## config.mk

```make
export PLATFORM = sky130hd
export DESIGN_NAME = time_of_day_counter
export DESIGN_NICKNAME = d
export VERILOG_FILES = /design/src/rtl/time_of_day_counter.sv
export SDC_FILE = /design/constraint.sdc
export NUM_CORES = 1
export LEC_CHECK = 0
export CORE_UTILIZATION = 40
export DETAILED_ROUTE_END_ITERATION = 6
export PLACE_DENSITY = 0.78
export SETUP_SLACK_MARGIN = 0.5
export SLEW_MARGIN = 20
export SYNTH_ARGS = -nofsm -noshare
export SYNTH_HDL_FRONTEND = slang
export SYNTH_SLANG_ARGS = --single-unit
```

## constraint.sdc

```tcl
create_clock -name i_clk -period 3.2 [get_ports i_clk]
set_input_delay 0.8 -clock i_clk [delete_from_list [all_inputs] [get_ports i_clk]]
set_output_delay 0.8 -clock i_clk [all_outputs]
set_load 0.02 [all_outputs]
```

## src/rtl/time_of_day_counter.sv

```systemverilog
// Time-of-day counter: keeps wall-clock time as packed BCD hh:mm:ss from a
// 1 Hz strobe, with minute/hour adjust buttons, a validated parallel load,
// a one-deep deferral slot for ticks that collide with user actions, and
// one-cycle carry strobes for each counted second, minute and hour.
module time_of_day_counter #(
  parameter bit HOUR_24 = 1'b1   // 1: 00..23; 0: 12,01..11 with o_pm
) (
  input  logic        i_clk,
  input  logic        i_reset,
  input  logic        i_tick_1hz,
  input  logic        i_run,
  input  logic        i_inc_min,
  input  logic        i_inc_hr,
  input  logic        i_load,
  input  logic [23:0] i_load_time,
  input  logic        i_load_pm,
  output logic [23:0] o_time,
  output logic        o_pm,
  output logic        o_sec_pulse,
  output logic        o_min_pulse,
  output logic        o_hr_pulse,
  output logic        o_load_err,
  output logic        o_tick_lost
);

  // Two BCD digits (tens, ones) and the full hh:mm:ss packing of o_time.
  typedef struct packed {
    logic [3:0] t;
    logic [3:0] o;
  } bcd2_t;

  typedef struct packed {
    bcd2_t hh;
    bcd2_t mm;
    bcd2_t ss;
  } tod_t;

  // Midnight reads 00 on a 24-hour clock and 12 (AM) on a 12-hour clock.
  localparam bcd2_t HR_RESET = bcd2_t'(HOUR_24 ? 8'h00 : 8'h12);

  // Minute/second step: 00..59, ones roll into tens, 59 wraps to 00.
  function automatic bcd2_t inc_60(input bcd2_t v);
    bcd2_t r;
    r = v;
    if (v.o == 4'd9) begin
      r.o = 4'd0;
      r.t = (v.t == 4'd5) ? 4'd0 : v.t + 4'd1;
    end else begin
      r.o = v.o + 4'd1;
    end
    return r;
  endfunction

  // Hour step: 23->00 in 24-hour mode, 12->01 in 12-hour mode; 11->12 and
  // 09->10 fall out of the ordinary ones/tens rule.
  function automatic bcd2_t inc_hour(input bcd2_t v);
    bcd2_t r;
    r = v;
    if (HOUR_24 && v == 8'h23) begin
      r = 8'h00;
    end else if (!HOUR_24 && v == 8'h12) begin
      r = 8'h01;
    end else if (v.o == 4'd9) begin
      r.o = 4'd0;
      r.t = v.t + 4'd1;
    end else begin
      r.o = v.o + 4'd1;
    end
    return r;
  endfunction

  // AM/PM flips only when a 12-hour clock steps from 11 to 12.
  function automatic logic pm_flips(input bcd2_t v);
    return !HOUR_24 && v == 8'h11;
  endfunction

  // A load is accepted only if every digit is decimal and the fields are in range.
  function automatic logic load_ok(input tod_t v);
    logic digits_ok;
    logic hh_ok;
    digits_ok = (v.hh.t <= 4'd9) && (v.hh.o <= 4'd9) &&
                (v.mm.t <= 4'd5) && (v.mm.o <= 4'd9) &&
                (v.ss.t <= 4'd5) && (v.ss.o <= 4'd9);
    if (HOUR_24) begin
      hh_ok = (v.hh.t < 4'd2) || (v.hh.t == 4'd2 && v.hh.o <= 4'd3);
    end else begin
      hh_ok = (v.hh.t == 4'd0 && v.hh.o != 4'd0) ||
              (v.hh.t == 4'd1 && v.hh.o <= 4'd2);
    end
    return digits_ok && hh_ok;
  endfunction

  tod_t tod_q, tod_d;
  logic pm_q, pm_d;
  logic pending_q, pending_d;
  logic lost_q, lost_d;
  logic sec_q, sec_d;
  logic min_q, min_d;
  logic hr_q, hr_d;
  logic err_q, err_d;

  logic user_event;
  logic tick;
  tod_t load_val;

  assign user_event = i_load | i_inc_hr | i_inc_min;
  assign tick       = i_tick_1hz & i_run;
  assign load_val   = tod_t'(i_load_time);

  // Next-state: apply load > hour > minute > tick, and manage the deferred tick.
  always_comb begin
    // NOTE: every variable gets its hold/idle value first, so no path through
    // the decision tree leaves one unassigned and no latch is inferred.
    tod_d     = tod_q;
    pm_d      = pm_q;
    pending_d = pending_q;
    lost_d    = lost_q;
    sec_d     = 1'b0;
    min_d     = 1'b0;
    hr_d      = 1'b0;
    err_d     = 1'b0;

    // Deferral slot: stopped clock discards it; a user action parks the tick
    // (a second parked tick is lost); otherwise the slot drains while a tick
    // arriving alongside a pending one takes its place.
    if (!i_run) begin
      pending_d = 1'b0;
    end else if (user_event) begin
      if (i_tick_1hz) begin
        if (pending_q) lost_d = 1'b1;
        pending_d = 1'b1;
      end
    end else begin
      pending_d = pending_q & i_tick_1hz;
    end

    if (i_load) begin
      if (load_ok(load_val)) begin
        tod_d     = load_val;
        pm_d      = i_load_pm & !HOUR_24;
        pending_d = tick;
        lost_d    = 1'b0;
      end else begin
        err_d = 1'b1;
      end
    end else if (i_inc_hr) begin
      tod_d.hh = inc_hour(tod_q.hh);
      if (pm_flips(tod_q.hh)) pm_d = ~pm_q;
    end else if (i_inc_min) begin
      tod_d.mm = inc_60(tod_q.mm);
      tod_d.ss = 8'h00;
    end else if (i_run && (i_tick_1hz || pending_q)) begin
      sec_d    = 1'b1;
      tod_d.ss = inc_60(tod_q.ss);
      if (tod_q.ss == 8'h59) begin
        min_d    = 1'b1;
        tod_d.mm = inc_60(tod_q.mm);
        if (tod_q.mm == 8'h59) begin
          hr_d     = 1'b1;
          tod_d.hh = inc_hour(tod_q.hh);
          if (pm_flips(tod_q.hh)) pm_d = ~pm_q;
        end
      end
    end
  end

  // State and strobe registers; reset takes effect asynchronously.
  always_ff @(posedge i_clk or posedge i_reset) begin
    // NOTE: non-blocking assignments so every register samples the pre-edge
    // values computed above, independent of statement order.
    if (i_reset) begin
      tod_q     <= '{hh: HR_RESET, mm: 8'h00, ss: 8'h00};
      pm_q      <= 1'b0;
      pending_q <= 1'b0;
      lost_q    <= 1'b0;
      sec_q     <= 1'b0;
      min_q     <= 1'b0;
      hr_q      <= 1'b0;
      err_q     <= 1'b0;
    end else begin
      tod_q     <= tod_d;
      pm_q      <= pm_d;
      pending_q <= pending_d;
      lost_q    <= lost_d;
      sec_q     <= sec_d;
      min_q     <= min_d;
      hr_q      <= hr_d;
      err_q     <= err_d;
    end
  end

  assign o_time      = tod_q;
  assign o_pm        = pm_q;
  assign o_sec_pulse = sec_q;
  assign o_min_pulse = min_q;
  assign o_hr_pulse  = hr_q;
  assign o_load_err  = err_q;
  assign o_tick_lost = lost_q;

endmodule
```

==> qor.yml <==
status: "completed"
ant_nets: 0
crit_path_cell_trace: "clkdlybuf4s50_1, nor4_4, nand4_2, o21ai_1, nor2b_2, mux2_1"
nNetsFinal: 326
cpPeakStageDelay_ns: 0.49
port_buffers: 59
grt_pass1_wl_um: 8390
syn_avg_cell_area_um2: 9.053
place_area_um2: 2685
htreeDepth: 2
dp.final_hpwl_um: 3762
max_freq_ghz: 0.3806
synth-edff-count: 0
fin_area_um2: 2774
grt_max_degree: 31
fillers: 434
crit_arrival_ns: 2.79
post_cts_buffers: 0
hold_slack_ns: 0.5052
hold_path.class: "reg -> reg"
synth.distinct_cells: 58
synthFlopType: "dfrtp_1"
placementRows: 25
diodes: 0
num_vias: 1925
synth_cells: 221
remaining_drc_errors: 0
die_y_um: 72.72
clk_latency_ns: 0.28
cpLargestDelayFamily: "simple AND/OR/NAND/NOR gates"
final_layout_size_suffix_gt1_share_pct: 11.93
clock-sinks: 30
slowest_stage: "clkdlybuf4s50_1"
gp_congestion: 0.7798
dp_cells: 346
ios: 62
rsz0062_at_grt: "true"
cts_tree: "built"
ys_warn_count: 0
first_iter_violations: 113
core-area_um2: 4755
p_leak_nw: 1.133
synth-async-reset-ratio_pct: 100.0
crit_buf_inv: 1
post_cts_resized: 0
grt_usage_pct: 20.67
die_x_um: 72.72
tightest_slew_ns: 0.5772
fin_skew_ns: 0.004568
wirelength_um: 5057
cap_violations: 0
syn_to_final_growth_pct: 38.65
wl_per_cell_um: 14.37
antenna_found_initial: 0
fin_crit_sh_pct: 82.11
overflow: 0
synth_fp_nets: 261
synth_area_um2: 2001
initial_core_util_pct: 42.08
power_w: 0.001606
seq_area_frac_synth_pct: 37.52
ctsHoldBuffers: 0
setup_viol: 0
reg2reg_slack_ns: 1.05
yosysTopAreaCellShare_pct: 37.52
drt_pass1_iterations: 4
ys_ff_latch: 30
ir_drop_uv: 308.5
power.density_nw_per_um2: 579.1
end_kind: "register"
stdcell_count: 352
yosys.area.top_type: "dfrtp_1"
grt_pass1_vias: 1853
clkTransAtPathRegs_ns: 0.06
cts_buffer_depth: 2
period_needed_ns: 2.627
via_per_inst: 5.469
final_hold_viol_count: 0
tns_ns: 0
netlist_top_cells_area: "dfrtp_1 38%, o21ai_0 7.5%, ha_1 5.0%"
slew_viol_final: 0
path_class: "in -> reg"
cp_max_fo: 4
startpoint_type: "input port"
dieArea_um2: 5288
required_ns: 3.37
synth.cells.most_frequent: "30 x dfrtp_1, 30 x o21ai_0, 22 x nand2_1"
maxSlewHeadroom_pct: 61.12
cts_root_buf: "clkbuf_8"
numCtsBuffers: 5
==> area by class of cell <==
type / count / area [um^2] / share of cell area (%)
Clock buffer: 6 / 82.58 / 2.977
Inverter: 11 / 41.29 / 1.488
Multi-Input combinational cell: 174 / 1187 / 42.81
Sequential cell: 30 / 750.7 / 27.06
Tap cell: 67 / 83.83 / 3.022
Timing Repair Buffer: 64 / 628.1 / 22.64
==> state kept, by name, indices dropped and copies added (netlist names) <==
signal,flops
o_min_pulse,1
o_sec_pulse,1
o_tick_lost,1
o_hr_pulse,1
o_time,24
o_load_err,1
pending_q,1
==> through the flow <==
step | utilization, % | setup slack [ns]
3_5_place_dp | 56.47 | 0.3123
5_1_grt | 58.34 | 0.4725
2_1_floorplan | - | 1.007
6_report | 58.34 | 0.5725
3_3_place_gp | 56.47 | 0.3162
4_1_cts | 58.21 | 0.6006
==> final timing paths <==
| kind | endpoint | cells past startpoint | startpoint |
|---|---|---|---|
| min | o_tick_lost$_DFF_PP0_ | 2 | o_tick_lost$_DFF_PP0_ |
| max in group asynchronous | o_time[17]$_DFFE_PP0P_ | 3 | i_reset |
| max | o_time[12]$_DFFE_PP0P_ | 6 | i_load_time[7] |
| min reg2reg | o_tick_lost$_DFF_PP0_ | 2 | o_tick_lost$_DFF_PP0_ |
| max reg2reg | o_time[21]$_DFFE_PP0P_ | 7 | o_time[1]$_DFFE_PP0P_ |
| min in group asynchronous | o_time[20]$_DFFE_PP0P_ | 3 | i_reset |
==> cell families after synthesis <==
logic type / count (synthesis) / share of synthesized area, %
and+or+nand+nor: 78 / 22.70
AOI/OAI and AO/OA: 77 / 25.27
DFF: 30 / 37.52
buffers and inverters: 17 / 3.439
muxes: 10 / 5.879
adders and majority gates: 8 / 5.003
other: 1 / 0.1874
==> report_power, final <==
part	internal [W]	leakage (nW)	total, W	switching, W
registers	0.000472	0.366	0.000616	0.000143
clock network	0.000166	0.0431	0.000305	0.000139
logic	0.000354	0.724	0.000686	0.000332
total	0.000992	1.13	0.00161	0.000615
==> per-layer routing <==
layer,global-route usage (%),part of all wire [%],vias up
met5,0,0,-
met4,6.318,0.97,0
met3,5.801,5.9,6
met2,34.06,47,55
met1,26.38,46,908
li1,-,-,956
==> worst reg2reg max path: cells and delay by family (launching register included) <==
kind                       cells  cell delay, ns
muxes                          1            0.35
buffers and inverters          1            0.07
adders and majority gates      1            0.14
AOI/OAI and AO/OA              1            0.39
and+or+nand+nor                3            0.66
DFF                            1            0.42
==> cell usage in the layout (no fill, tap or decap), types with 2 or more instances in the layout <==
cell             instances
nand3b_1                 2
a22oi_1                  3
inv_1                   11
a41oi_1                  2
mux2_2                   5
ha_1                     8
o2bb2ai_1                2
nor2_2                   2
buf_4                    5
nand2_1                 22
nand2_2                  2
nor2_1                  12
dfrtp_1                 30
o21ai_1                  2
o21ai_0                 30
a21oi_1                 11
mux2i_1                  2
nor2b_1                  5
nand3_1                 11
o21ai_2                  2
o31ai_1                  9
nor3_1                   4
clkbuf_8                 6
clkdlybuf4s50_1         59
a32oi_1                  2
mux2_4                   2
nor3b_1                  3
a31oi_1                  2
No activity file was read; power rests on OpenSTA's default activity.
